`src/rtl/loop_counter_unit.sv`:
```
// loop_counter_unit: tile-loop counters (i rows, j cols, h inner) with bound registers and
// a configuration legality check. Define LOOP_CNT_OVF_CHK_EN to trap counter overruns.
module loop_counter_unit #(
    parameter int DIM_W     = 16,
    parameter int TILE_LOG2 = 2,
    parameter int DIM_MAX   = 1024
) (
    input  logic                       clk,
    input  logic                       rst_n,
    input  logic [DIM_W-1:0]           cfg_m,
    input  logic [DIM_W-1:0]           cfg_n,
    input  logic [DIM_W-1:0]           cfg_k,
    input  logic                       M_en,
    input  logic                       N_en,
    input  logic                       K_en,
    input  logic                       err_cal,
    output logic                       err_found,
    input  logic                       i_cnt,
    input  logic                       j_cnt,
    input  logic                       h_cnt,
    input  logic                       i_rstn,
    input  logic                       j_rstn,
    input  logic                       h_rstn,
    output logic                       i_max,
    output logic                       j_max,
    output logic                       h_max,
    output logic                       h_in_point,
    output logic                       h_out_point,
    output logic [DIM_W-TILE_LOG2:0]   i_idx,
    output logic [DIM_W-TILE_LOG2:0]   j_idx,
    output logic [DIM_W-TILE_LOG2:0]   h_idx,
    output logic                       ovf_err
);

    localparam int IW = DIM_W - TILE_LOG2 + 1;
    localparam int CW = DIM_W + 1;

    // Ceiling division by the tile edge; the extra bit keeps the rounding carry.
    function automatic logic [IW-1:0] tile_count(input logic [DIM_W-1:0] dim);
        logic [CW-1:0] sum;
        sum = {1'b0, dim} + CW'((1 << TILE_LOG2) - 1);
        return IW'(sum >> TILE_LOG2);
    endfunction

    function automatic logic dim_illegal(input logic [DIM_W-1:0] dim);
        return (dim == {DIM_W{1'b0}}) || ({1'b0, dim} > CW'(DIM_MAX));
    endfunction

    // Clear beats increment beats hold; behaviour at the terminal value depends on the build.
    function automatic logic [IW-1:0] cnt_next(
        input logic [IW-1:0] cur,
        input logic [IW-1:0] term,
        input logic          clr_n,
        input logic          inc
    );
        logic [IW-1:0] nxt;
        if (!clr_n) begin
            nxt = {IW{1'b0}};
        end else if (inc) begin
            if (cur == term) begin
`ifdef LOOP_CNT_OVF_CHK_EN
                nxt = cur;
`else
                nxt = {IW{1'b0}};
`endif
            end else begin
                nxt = cur + IW'(1'b1);
            end
        end else begin
            nxt = cur;
        end
        return nxt;
    endfunction

    logic [IW-1:0] mt_r;
    logic [IW-1:0] nt_r;
    logic [IW-1:0] kt_r;
    logic [IW-1:0] i_idx_r;
    logic [IW-1:0] j_idx_r;
    logic [IW-1:0] h_idx_r;
    logic [IW-1:0] i_idx_s;
    logic [IW-1:0] j_idx_s;
    logic [IW-1:0] h_idx_s;
    logic [IW-1:0] h_term_s;
    logic          cfg_bad_s;
    logic          err_found_r;

    // Next counter values, inner-loop terminal bound and raw legality of the cfg inputs
    always_comb begin
        h_term_s  = kt_r + IW'(1'b1);
        i_idx_s   = cnt_next(i_idx_r, mt_r, i_rstn, i_cnt);
        j_idx_s   = cnt_next(j_idx_r, nt_r, j_rstn, j_cnt);
        h_idx_s   = cnt_next(h_idx_r, h_term_s, h_rstn, h_cnt);
        cfg_bad_s = dim_illegal(cfg_m) | dim_illegal(cfg_n) | dim_illegal(cfg_k);
    end

    // Tile-count bound registers; reloading does not disturb the counters
    always_ff @(posedge clk or negedge rst_n) begin
        if (!rst_n) begin
            mt_r <= {IW{1'b0}};
            nt_r <= {IW{1'b0}};
            kt_r <= {IW{1'b0}};
        end else begin
            if (M_en) begin
                mt_r <= tile_count(cfg_m);
            end
            if (N_en) begin
                nt_r <= tile_count(cfg_n);
            end
            if (K_en) begin
                kt_r <= tile_count(cfg_k);
            end
        end
    end

    // Loop counters, all updated independently on the same edge
    always_ff @(posedge clk or negedge rst_n) begin
        if (!rst_n) begin
            i_idx_r <= {IW{1'b0}};
            j_idx_r <= {IW{1'b0}};
            h_idx_r <= {IW{1'b0}};
        end else begin
            i_idx_r <= i_idx_s;
            j_idx_r <= j_idx_s;
            h_idx_r <= h_idx_s;
        end
    end

    // Legality flag: sampled from the live cfg inputs so it is valid right after setup
    always_ff @(posedge clk or negedge rst_n) begin
        if (!rst_n) begin
            err_found_r <= 1'b0;
        end else if (err_cal) begin
            err_found_r <= cfg_bad_s;
        end else begin
            err_found_r <= err_found_r;
        end
    end

`ifdef LOOP_CNT_OVF_CHK_EN
    logic ovf_hit_s;
    logic ovf_err_r;

    // An increment request at the terminal value is an overrun (a clear takes priority)
    always_comb begin
        ovf_hit_s = (i_rstn & i_cnt & (i_idx_r == mt_r))
                  | (j_rstn & j_cnt & (j_idx_r == nt_r))
                  | (h_rstn & h_cnt & (h_idx_r == h_term_s));
    end

    // Sticky overrun flag, cleared only by reset
    always_ff @(posedge clk or negedge rst_n) begin
        if (!rst_n) begin
            ovf_err_r <= 1'b0;
        end else begin
            ovf_err_r <= ovf_err_r | ovf_hit_s;
        end
    end

    assign ovf_err = ovf_err_r;
`else
    assign ovf_err = 1'b0;
`endif

    assign err_found   = err_found_r;
    assign i_idx       = i_idx_r;
    assign j_idx       = j_idx_r;
    assign h_idx       = h_idx_r;
    assign i_max       = (i_idx_r == mt_r);
    assign j_max       = (j_idx_r == nt_r);
    assign h_max       = (h_idx_r == h_term_s);
    assign h_in_point  = (h_idx_r < kt_r);
    assign h_out_point = (h_idx_r == kt_r);

endmodule

```
`config.mk`:
```
export PLATFORM = sky130hd
export DESIGN_NAME = loop_counter_unit
export DESIGN_NICKNAME = d
export VERILOG_FILES = /design/src/rtl/loop_counter_unit.sv
export SDC_FILE = /design/constraint.sdc
export NUM_CORES = 1
export LEC_CHECK = 0
export ABC_AREA = 0
export CAP_MARGIN = 20
export CORE_ASPECT_RATIO = 0.5
export CORE_MARGIN = 2
export CORE_UTILIZATION = 45
export DETAILED_ROUTE_END_ITERATION = 10
export PLACE_DENSITY = 0.74
export SLEW_MARGIN = 20
export SYNTH_ARGS = -nofsm -noshare
export SYNTH_HDL_FRONTEND = slang
export SYNTH_SLANG_ARGS = --single-unit
export TNS_END_PERCENT = 10
```
`constraint.sdc`:
```
create_clock -name clk -period 4 [get_ports clk]
set_input_delay 1.2 -clock clk [delete_from_list [all_inputs] [get_ports clk]]
set_output_delay 1.2 -clock clk [all_outputs]
set_load 0.05 [all_outputs]
```
# Word level (Yosys, flattened, before mapping)
# Index checks and enable logic that the tools add are counted.
[op_classes]
addsub = 7
n_lt_le_gt_ge = 4
n_eq_ne = 7
n_mux = 9
n_bitwise = 2
n_reduce_logical = 6
[op_table]
columns = ["operator", "count"]
rows = [
  ["15-bit two-way mux", 9],
  ["15-bit by 1-bit adder with 15-bit output (second input constant)", 4],
  ["15-bit == test", 4],
  ["16-bit by 2-bit adder with 17-bit output (second input constant)", 3],
  ["16-bit by 11-bit > comparator with 1-bit output (second input constant)", 3],
  ["16-bit zero test", 3],
  ["15-bit < comparator", 1],
  ["2-bit != test (second input constant)", 3],
  ["1-bit logical OR", 3],
  ["1-bit OR", 2],
]
[word_totals]
ff_bits = 91
in_bits = 60
output_inout_bits = 52
word_cells = 42

# Logic depth before layout (Yosys ltp)
# Gate-level depths: netlist (run 1).
[logic_depth]
ltp_word = 5
ltp_mapped = 9
ltp_nobuf = 9

# Worst setup path after synthesis (run 1)
# OpenSTA, ideal clock, no wires.
[synth_path]
path_type = "register -> output"
from = "register i_idx_r[3], in the netlist i_idx[3]"
to = "output port i_max"
t_arrival_ps = 2761
required_time_ps = 2800
path_slack_ps = 39
stages_incl_launch_ff = 5
path_buffers = 1
path_cell_list = "dfrtp_1 > clkbuf_1 > xnor2_1 > nand4_1 > nor4_1"
[synth_via]
elab_chain_len = 1
[synth_lines]
columns = ["element", "line_no", "source"]
rows = [
  ["from (decl)", "78", "logic [IW-1:0] i_idx_r;"],
  ["from (signal assigned)", "119", "i_idx_r <= {IW{1'b0}};"],
  ["from (signal assigned)", "123", "i_idx_r <= i_idx_s;"],
  ["15-bit == test", "169", "assign i_max = (i_idx_r == mt_r);"],
  ["to (decl)", "24", "output logic i_max,"],
]
# No other way between the ends.

# Worst setup path in the final report (run 1)
[layout_path]
from = "register h_idx_r[1], in the netlist h_idx[1]"
to = "output port h_in_point"
[layout_via]
elab_chain_len = 1
[layout_lines]
columns = ["element", "line_no", "source"]
rows = [
  ["from (decl)", "80", "logic [IW-1:0] h_idx_r;"],
  ["from (signal assigned)", "121", "h_idx_r <= {IW{1'b0}};"],
  ["from (signal assigned)", "125", "h_idx_r <= h_idx_s;"],
  ["15-bit < comparator", "172", "assign h_in_point = (h_idx_r < kt_r);"],
  ["to (decl)", "27", "output logic h_in_point,"],
]
# No other way between the ends.

==> qor.txt, run 1 <==
Most frequent cells after synthesis: 96 x nor2_1, 91 x dfrtp_1, 71 x xnor2_1
Unique masters post-synth: 65
Syn_nets: 757
Die width: 167 µm
Root buffer cell: clkbuf_16
Crit. End Element: output pin
Net count, final: 859
Worst Hold Depth: 2
RSZ-0062 raised after global routing: false
Outcome: complete, but fails checks
Synth Instances: 678
Hold_ws: 0.512 ns
# clock sinks: 91
Worst EP required: 2.80 ns
Least-Margin Pin Slew: 0.959 ns
Worst path cell trace: ha_1 -> nor2b_1 -> o21a_1 -> o21a_1 -> o21ai_0 -> nand2b_1 -> a21oi_1 -> o221a_2 -> buf_4
Worst-Skew Late Latency: 0.34 ns
Most common cell on crit path: o21a_1
Top cell type's share of synthesized area: 37.9%
Ranking of synthesized cells by area: dfrtp_1 38%, xnor2_1 10%, nor2_1 6.0%
Main synth FF type: dfrtp_1
Total CTS buffers: 9
Total vias in the final route: 5,171
Crit-path max FO: 7
Max Cap Viol: 0
Final HPWL DP: 11.0 mm
Total GRT Usage: 20.8%
Post-Syn Area per Cell: 8.87 µm²
N_diodes: 0
Slew HR: 35.8%
Final setup fails: 0
First-pass GRT wire length: 24.2 mm
Count leader, synth: nor2_1
DRT iter0 DRCs: 275
Crit path time final: 3.73 ns
Worst IR Drop VDD: 0.208 mV
Hold Crit Class: reg -> reg
Total power: 0.00225 W
Power Density: 299 mW/mm²
GR Overflow Total: 0
FFs w/ async S/R, synth: 100%
# IOs: 112
CTS tree: done
Die area: 0.0144 mm²
Synthesis Warnings: 0
Skew final: 0.00955 ns
Fin area: 0.00752 mm²
Syn Std Cell Area: 0.00601 mm²
Sequential element share of the synthesized area: 37.9%
Initial antenna violation count: 0
Buffers added on ports: 110
P_leak: 3.04 nW
Final hold violation count: 0
Violated checks: design-rule violations
Core ar.: 0.0128 mm²
Routed Antenna Nets: 0
Layout cells sized above 1: 5.86%
Switching share of power: 29.6%
Post-route DRC: 4
Crit Path Category: reg -> out
Drt wl/cell: 15.1 µm
Setup TNS: 0 ns
# rows: 29
Worst setup margin: 0.275 ns
Final max-slew violation count: 0
Seq pwr share: 46.0%
First-pass iteration count of the detailed router: 8
Starting Density: 46.8%
Startpoint types: flip-flop
Worst reg2reg path depth: 8
Clock share of power: 37.0%
Psw: 0.000665 W
Max Freq: 268 MHz
Final Cycle Share: 93.1%
Logic gate share of total power: 17.0%
Area Overhead vs Synth: 25.0%
CTS Buffer Depth: 2
CP max-delay cell: dfrtp_1
Post-synth EDFFs: 0
Pint: 0.00158 W
Hold buffers post-CTS: 0
Dpl cell area: 0.00723 mm²
WP data arrival: 2.53 ns
Vias in the first global route: 5,014
Slowest stage delay, CP: 0.48 ns
Drt via density: 5.41
Die H: 85.7 µm
Pin count of the biggest net entering global routing: 63
#FFs+latches synth: 91
Worst slack, placed: 0.541 ns
DRT Wirelength: 14.4 mm
GP Congestion: 0.932
H-tree depth: 3
Worst-path clk slew: 0.07 ns
Yosys top cell by area: dfrtp_1
[layer usage]
metal	track usage [%]	share of wire, %	routed length, µm
met2	33.3	46	6570
met5	0	0	0
met1	29.1	49	7020
met3	3.78	3.7	537
met4	6.17	1.8	253
[metrics by stage]
| stage | instances | util, % |
|---|---|---|
| after global placement | 939 | 56.3 |
| after global routing | 955 | 58.5 |
| after CTS | 955 | 58.5 |
| after floorplan | 678 | - |
| final | 955 | 58.5 |
| after detailed placement | 939 | 56.3 |
[logic make-up (layout without fill, tap and decap cells)]
logic type                 count (synthesis)  after routing  share of synthesized area, %
xor gates and xnor gates                 112            112                          16.3
buffers and inverters                     52            159                          4.10
DFF                                       91             91                          37.9
adders and majority gates                 19             19                          3.95
AOI/OAI and AO/OA                        109            109                          11.3
muxes                                      5              5                         0.916
and+or+nand+nor                          289            289                          25.5
other                                      1              1                        0.0624
[power by group through the flow]
stage / Combinational, W / Clock [W] / Sequential, W
2_1_floorplan: 0.000237 / 0 / 0.00104
3_3_place_gp: 0.000375 / 0 / 0.00105
3_5_place_dp: 0.000381 / 0 / 0.00105
4_1_cts: 0.000383 / 0.000846 / 0.00103
5_1_grt: 0.000426 / 0.000897 / 0.00104
6_report: 0.000382 / 0.000831 / 0.00103
[final cells by class]
type	instances	area (µm²)
fill	1127	5330
multi-input combinational	535	3490
sequential	91	2280
timing repair buffer	115	1150
clock buffer	10	229
tap	170	213
inverter	28	105
clock inverter	6	56.3
[registers in the layout (all words and copies together), names as in the netlist]
name       cells
err_found      1
h_idx         15
nt_r          15
mt_r          15
i_idx         15
kt_r          15
j_idx         15
[critical path: cells and delay by family, from the launching register on]
family,cells,cell delay (ns)
and+or+nand+nor,2,0.21
buffers and inverters,1,0.20
AOI/OAI and AO/OA,5,0.95
DFF,1,0.48
adders and majority gates,1,0.35
[placed cells by master, fill, tap and decap left out, types with 5 or more instances in the layout]
master,instances
dfrtp_1,91
and2_1,5
ha_1,18
nor2_1,96
inv_1,28
a21oi_1,44
nand2_1,49
nor3_1,10
clkdlybuf4s50_1,106
and4_1,8
o21ai_0,26
xor2_1,41
clkbuf_16,9
nand3_1,30
nor4_1,15
nand4_1,23
nor2b_1,7
buf_4,7
xnor2_1,71
and3_1,14
[path summary, 6_finish.rpt]
| check | from | end | slack (ns) |
|---|---|---|---|
| max in group asynchronous | rst_n | err_found$_DFFE_PN0P_ | 2.32 |
| min reg2reg | err_found$_DFFE_PN0P_ | err_found$_DFFE_PN0P_ | 0.51 |
| max reg2reg | kt_r[1]$_DFFE_PN0P_ | h_idx[13]$_DFFE_PN0P_ | 1.58 |
| min | err_found$_DFFE_PN0P_ | err_found$_DFFE_PN0P_ | 0.51 |
| min in group asynchronous | rst_n | nt_r[5]$_DFFE_PN0P_ | 0.93 |
| max | h_idx[1]$_DFFE_PN0P_ | h_in_point | 0.27 |
[repair_timing]
| action | in CTS | in global routing |
|---|---|---|
| endpoints found under the setup margin | 0 | 2 |
| buffers inserted | 0 | 0 |
| endpoints found under the hold margin | 0 | 0 |
| gates resized for setup | 0 | 2 |
Power figures use the tool's default switching activity.
==> run 2: changes to the inputs <==
- PLACE_DENSITY: 0.74 -> 0.77
- clock period: 4 -> 3.4 ns (I/O delays scaled with it)
==> qor.txt, run 2 (same netlist as run 1, synthesis figures left out) <==
Max Cap Viol: 0
# fillers: 1,133
Worst IR Drop VDD: 0.223 mV
Multi-input combinational cell area: 0.00353 mm²
CP max-delay cell: dfrtp_2
Post-route DRC: 5
Die H: 85.7 µm
Crit-path max FO: 5
Starting Density: 46.8%
Die width: 167 µm
Net count, final: 866
Worst-path clk slew: 0.06 ns
H-tree depth: 3
Area Overhead vs Synth: 27.6%
Routed Antenna Nets: 0
Final std cells w/o fill: 962
Final hold violation count: 0
Reg2reg end: h_idx[1]$_DFFE_PN0P_
Most common cell after layout, fill and taps aside: clkdlybuf4s50_1
# IOs: 112
Final Cycle Share: 97.6%
Power Density: 358 mW/mm²
# rows: 29
Drt wl/cell: 15.3 µm
First-pass GRT wire length: 23.9 mm
Total GRT Usage: 20.6%
Final max-slew violation count: 0
Sequential Area: 0.00228 mm²
Drt via density: 5.42
Total CTS buffers: 9
CTS tree: done
Max Freq: 301 MHz
Least-Margin Pin Slew: 0.782 ns
Hold Crit Class: reg -> reg
Slew HR: 47.7%
Crit Path Category: reg -> out
Root buffer cell: clkbuf_16
CTS Buffer Depth: 2
GP Congestion: 0.885
Worst-Skew Late Latency: 0.34 ns
Vias in the first global route: 4,835
Startpoint types: flip-flop
Worst hold endpoint: err_found$_DFFE_PN0P_
Hold Crit Start: err_found$_DFFE_PN0P_
Buffers added on ports: 110
Final HPWL DP: 11.3 mm
Skew final: 0.00777 ns
First-pass iteration count of the detailed router: 8
Layout cells sized above 1: 8.84%
Worst reg2reg path depth: 8
Total vias in the final route: 5,215
GR Overflow Total: 0
Slowest stage delay, CP: 0.42 ns
P_leak: 3.09 nW
DRT iter0 DRCs: 238
Worst Hold Depth: 2
Crit path time final: 3.32 ns
Outcome: complete, but fails checks
Worst EP required: 2.38 ns
Die area: 0.0144 mm²
Worst path cell trace: inv_1 -> ha_1 -> nor2b_1 -> o21a_1 -> o21a_1 -> o21ai_2 -> nand2b_1 -> a21oi_2 -> o221a_2 -> buf_12
Inst Count DP: 944
FF-to-FF setup slack: 0.98 ns
Most common cell on crit path: o21a_1
Initial antenna violation count: 0
Violated checks: design-rule violations
Hold_ws: 0.516 ns
Final setup fails: 0
DRT Wirelength: 14.7 mm
WP data arrival: 2.30 ns
Core ar.: 0.0128 mm²
# clock sinks: 91
Crit. End Element: output pin
Reg2Reg Launch Point: kt_r[6]$_DFFE_PN0P_
RSZ-0062 raised after global routing: true
N_diodes: 0
Hold buffers post-CTS: 0
Commonest non-fill, non-tap cells in the layout: 104 x clkdlybuf4s50_1, 96 x nor2_1, 85 x dfrtp_1
Pin count of the biggest net entering global routing: 51
## run 2: layout make-up
class / count / share of cell area (%)
clock buffers: 10 / 3.11
clock inverters: 6 / 0.913
inverters: 28 / 1.37
multi-input cells: 535 / 46.1
flip-flops and latches: 91 / 29.8
well taps: 170 / 2.77
repair buffers: 122 / 16.0
## run 2: worst max-delay path, delay by kind of cell (launching register included)
kind,cells,cell delay [ns]
DFF,1,0.42
adders and majority gates,1,0.28
AOI/OAI and AO/OA,5,0.84
buffers and inverters,2,0.20
and+or+nand+nor,2,0.22
## run 2: where the power goes
group          switching, W  internal, W
combinational      0.000253     0.000228
clock              0.000453     0.000599
sequential        0.0000770      0.00114
total              0.000783      0.00197
## run 2: how the worst max path moves through the flow
| stage | to | startpoint | slack (ns) | cells after the start |
|---|---|---|---|---|
| CTS | h_max | kt_r[0]$_DFFE_PN0P_ | 0.004 | 8 |
| finish | h_in_point | kt_r[1]$_DFFE_PN0P_ | 0.08 | 10 |
| global placement | kt_r[13]$_DFFE_PN0P_ | cfg_k[3] | 0.33 | 8 |
| global route | h_max | kt_r[0]$_DFFE_PN0P_ | -0.02 | 8 |
| floorplan | j_max | j_idx[3]$_DFFE_PN0P_ | -0.29 | 4 |
| detailed placement | h_max | kt_r[0]$_DFFE_PN0P_ | 0.24 | 8 |
## run 2: layer usage
layer	wire, µm	share of wire (%)	global-route usage (%)
met3	566	3.8	3.88
met1	7020	48	27.8
met4	190	1.3	6.25
met5	0	0	0
met2	6950	47	34.4
## run 2: stage by stage
stage          area (µm²)  worst slack [ns]  total power (W)  utilization, %  TNS, ns
6_report             7670            0.0819          0.00275            59.7        0
5_1_grt              7670           -0.0179          0.00287            59.7  -0.0256
4_1_cts              7610           0.00417          0.00275            59.3        0
3_5_place_dp         7290             0.235          0.00169            56.7        0
3_3_place_gp         7290             0.326          0.00168            56.7        0
2_1_floorplan        6020            -0.290          0.00150               -   -0.322
## run 2: repair_timing
action                     in CTS  in global routing
buffers inserted                0                  2
pin swaps                       0                  6
resized for setup               3                 14
setup endpoints to repair       1                  2
==> run 3: changes to the inputs <==
- MAX_ROUTING_LAYER: not set -> met4
==> qor.txt, run 3 (same netlist as run 1, synthesis figures left out) <==
Root buffer cell: clkbuf_16
Starting Density: 46.8%
Routed Antenna Nets: 0
Die width: 167 µm
Final std cells w/o fill: 960
Power Density: 348 mW/mm²
Worst reg2reg path depth: 9
Switching share of power: 28.9%
Final max-slew violation count: 0
Clock share of power: 36.2%
Max Cap Viol: 0
Final Cycle Share: 96.8%
Worst IR Drop VDD: 0.273 mV
Core ar.: 0.0128 mm²
Max Freq: 304 MHz
CTS tree: done
Most common cell after layout, fill and taps aside: clkdlybuf4s50_1
Area Overhead vs Synth: 26.9%
Worst-Skew Late Latency: 0.34 ns
Worst Hold Depth: 1
Pin count of the biggest net entering global routing: 48
Drt wl/cell: 15.3 µm
Dpl cell area: 0.00728 mm²
Worst hold endpoint: mt_r[7]$_DFFE_PN0P_
Total vias in the final route: 5,218
Worst setup margin: 0.108 ns
FF-to-FF setup slack: 0.99 ns
GR Overflow Total: 0
# rows: 29
Hold Crit Start: mt_r[7]$_DFFE_PN0P_
Vias in the first global route: 5,054
Violated checks: design-rule violations
Drt via density: 5.44
Post-route DRC: 5
Initial antenna violation count: 0
P_leak: 3.07 nW
CTS Buffer Depth: 2
Commonest non-fill, non-tap cells in the layout: 104 x clkdlybuf4s50_1, 96 x nor2_1, 87 x dfrtp_1
Reg2reg end: h_idx[13]$_DFFE_PN0P_
Die H: 85.7 µm
Layout cells sized above 1: 8.35%
N_diodes: 0
Pint: 0.00188 W
H-tree depth: 3
Worst-path clk slew: 0.07 ns
WP data arrival: 2.27 ns
Psw: 0.000767 W
RSZ-0062 raised after global routing: false
Worst slack, placed: 0.232 ns
Hold Crit Class: reg -> reg
Hold_ws: 0.538 ns
Fin area: 0.00763 mm²
Inst Count DP: 943
Worst path cell trace: ha_4 -> xor2_1 -> a211oi_2 -> nand4b_1 -> nor4b_4 -> nand4_4 -> inv_2 -> buf_12
Startpoint types: flip-flop
Least-Margin Pin Slew: 0.677 ns
Crit Path Category: reg -> out
Worst EP required: 2.38 ns
Total GRT Usage: 21.6%
CP max-delay cell: dfrtp_2
Net count, final: 865
Skew final: 0.0115 ns
Slew HR: 54.7%
DRT Wirelength: 14.7 mm
Final setup fails: 0
Logic gate share of total power: 17.9%
First-pass iteration count of the detailed router: 8
DRT iter0 DRCs: 283
Setup TNS: 0 ns
Reg2Reg Launch Point: kt_r[0]$_DFFE_PN0P_
Final HPWL DP: 11.2 mm
Crit path time final: 3.29 ns
Seq pwr share: 45.8%
Final hold violation count: 0
# IOs: 112
Outcome: complete, but fails checks
Slowest stage delay, CP: 0.45 ns
GP Congestion: 0.909
Hold buffers post-CTS: 0
Total CTS buffers: 9
Buffers added on ports: 110
Crit-path max FO: 7
First-pass GRT wire length: 24.4 mm
Crit. End Element: output pin
Die area: 0.0144 mm²
# clock sinks: 91
## run 3: worst max-delay path: cells and delay by family (launching register included)
| kind | cells | cell delay (ns) |
|---|---|---|
| DFF | 1 | 0.45 |
| adders and majority gates | 1 | 0.21 |
| xor gates and xnor gates | 1 | 0.17 |
| buffers and inverters | 2 | 0.22 |
| AOI/OAI and AO/OA | 1 | 0.23 |
| and+or+nand+nor | 3 | 0.64 |
## run 3: stage by stage
step / power, W / util [%]
finish: 0.00265 / 59.4
global route: 0.00278 / 59.4
CTS: 0.00266 / 59.0
detailed placement: 0.00169 / 56.7
global placement: 0.00168 / 56.7
floorplan: 0.00150 / -
## run 3: per-layer routing
layer / track usage, % / up-vias / wire length (µm)
met4: 5.85 / 0 / 212
met1: 27.7 / 2495 / 6930
li1: - / 2595 / -
met2: 36.0 / 110 / 7080
met5: - / - / 0
met3: 3.41 / 18 / 510
## run 3: power by group through the flow
stage / registers, W / logic (W) / clock network, W
finish: 0.00122 / 0.000476 / 0.000960
global route: 0.00122 / 0.000526 / 0.00103
CTS: 0.00121 / 0.000468 / 0.000983
detailed placement: 0.00123 / 0.000456 / 0
global placement: 0.00123 / 0.000448 / 0
floorplan: 0.00122 / 0.000279 / 0
## run 3: worst max-delay path by stage
stage | to | start | depth (start not counted) | slack (ns)
final | h_max | kt_r[0]$_DFFE_PN0P_ | 8 | 0.11
after global placement | mt_r[13]$_DFFE_PN0P_ | cfg_m[3] | 8 | 0.31
after floorplan | j_max | j_idx[3]$_DFFE_PN0P_ | 4 | -0.29
after detailed placement | kt_r[13]$_DFFE_PN0P_ | cfg_k[3] | 8 | 0.23
after global routing | h_max | kt_r[0]$_DFFE_PN0P_ | 8 | 0.01
after CTS | h_in_point | kt_r[1]$_DFFE_PN0P_ | 10 | -0.009
## run 3: cell type report
type,count,area [µm²]
clock buffers,10,239
clock inverters,5,43.8
fillers,1118,5220
well taps,170,213
inverters,28,105
repair buffers,121,1210
flip-flops and latches,91,2280
multi-input cells,535,3540
## run 3: timing repair
action	CTS	global route
endpoints found under the setup margin	2	2
pin swaps	0	5
resized for setup	3	10
cloned	0	0
setup buffers	1	1
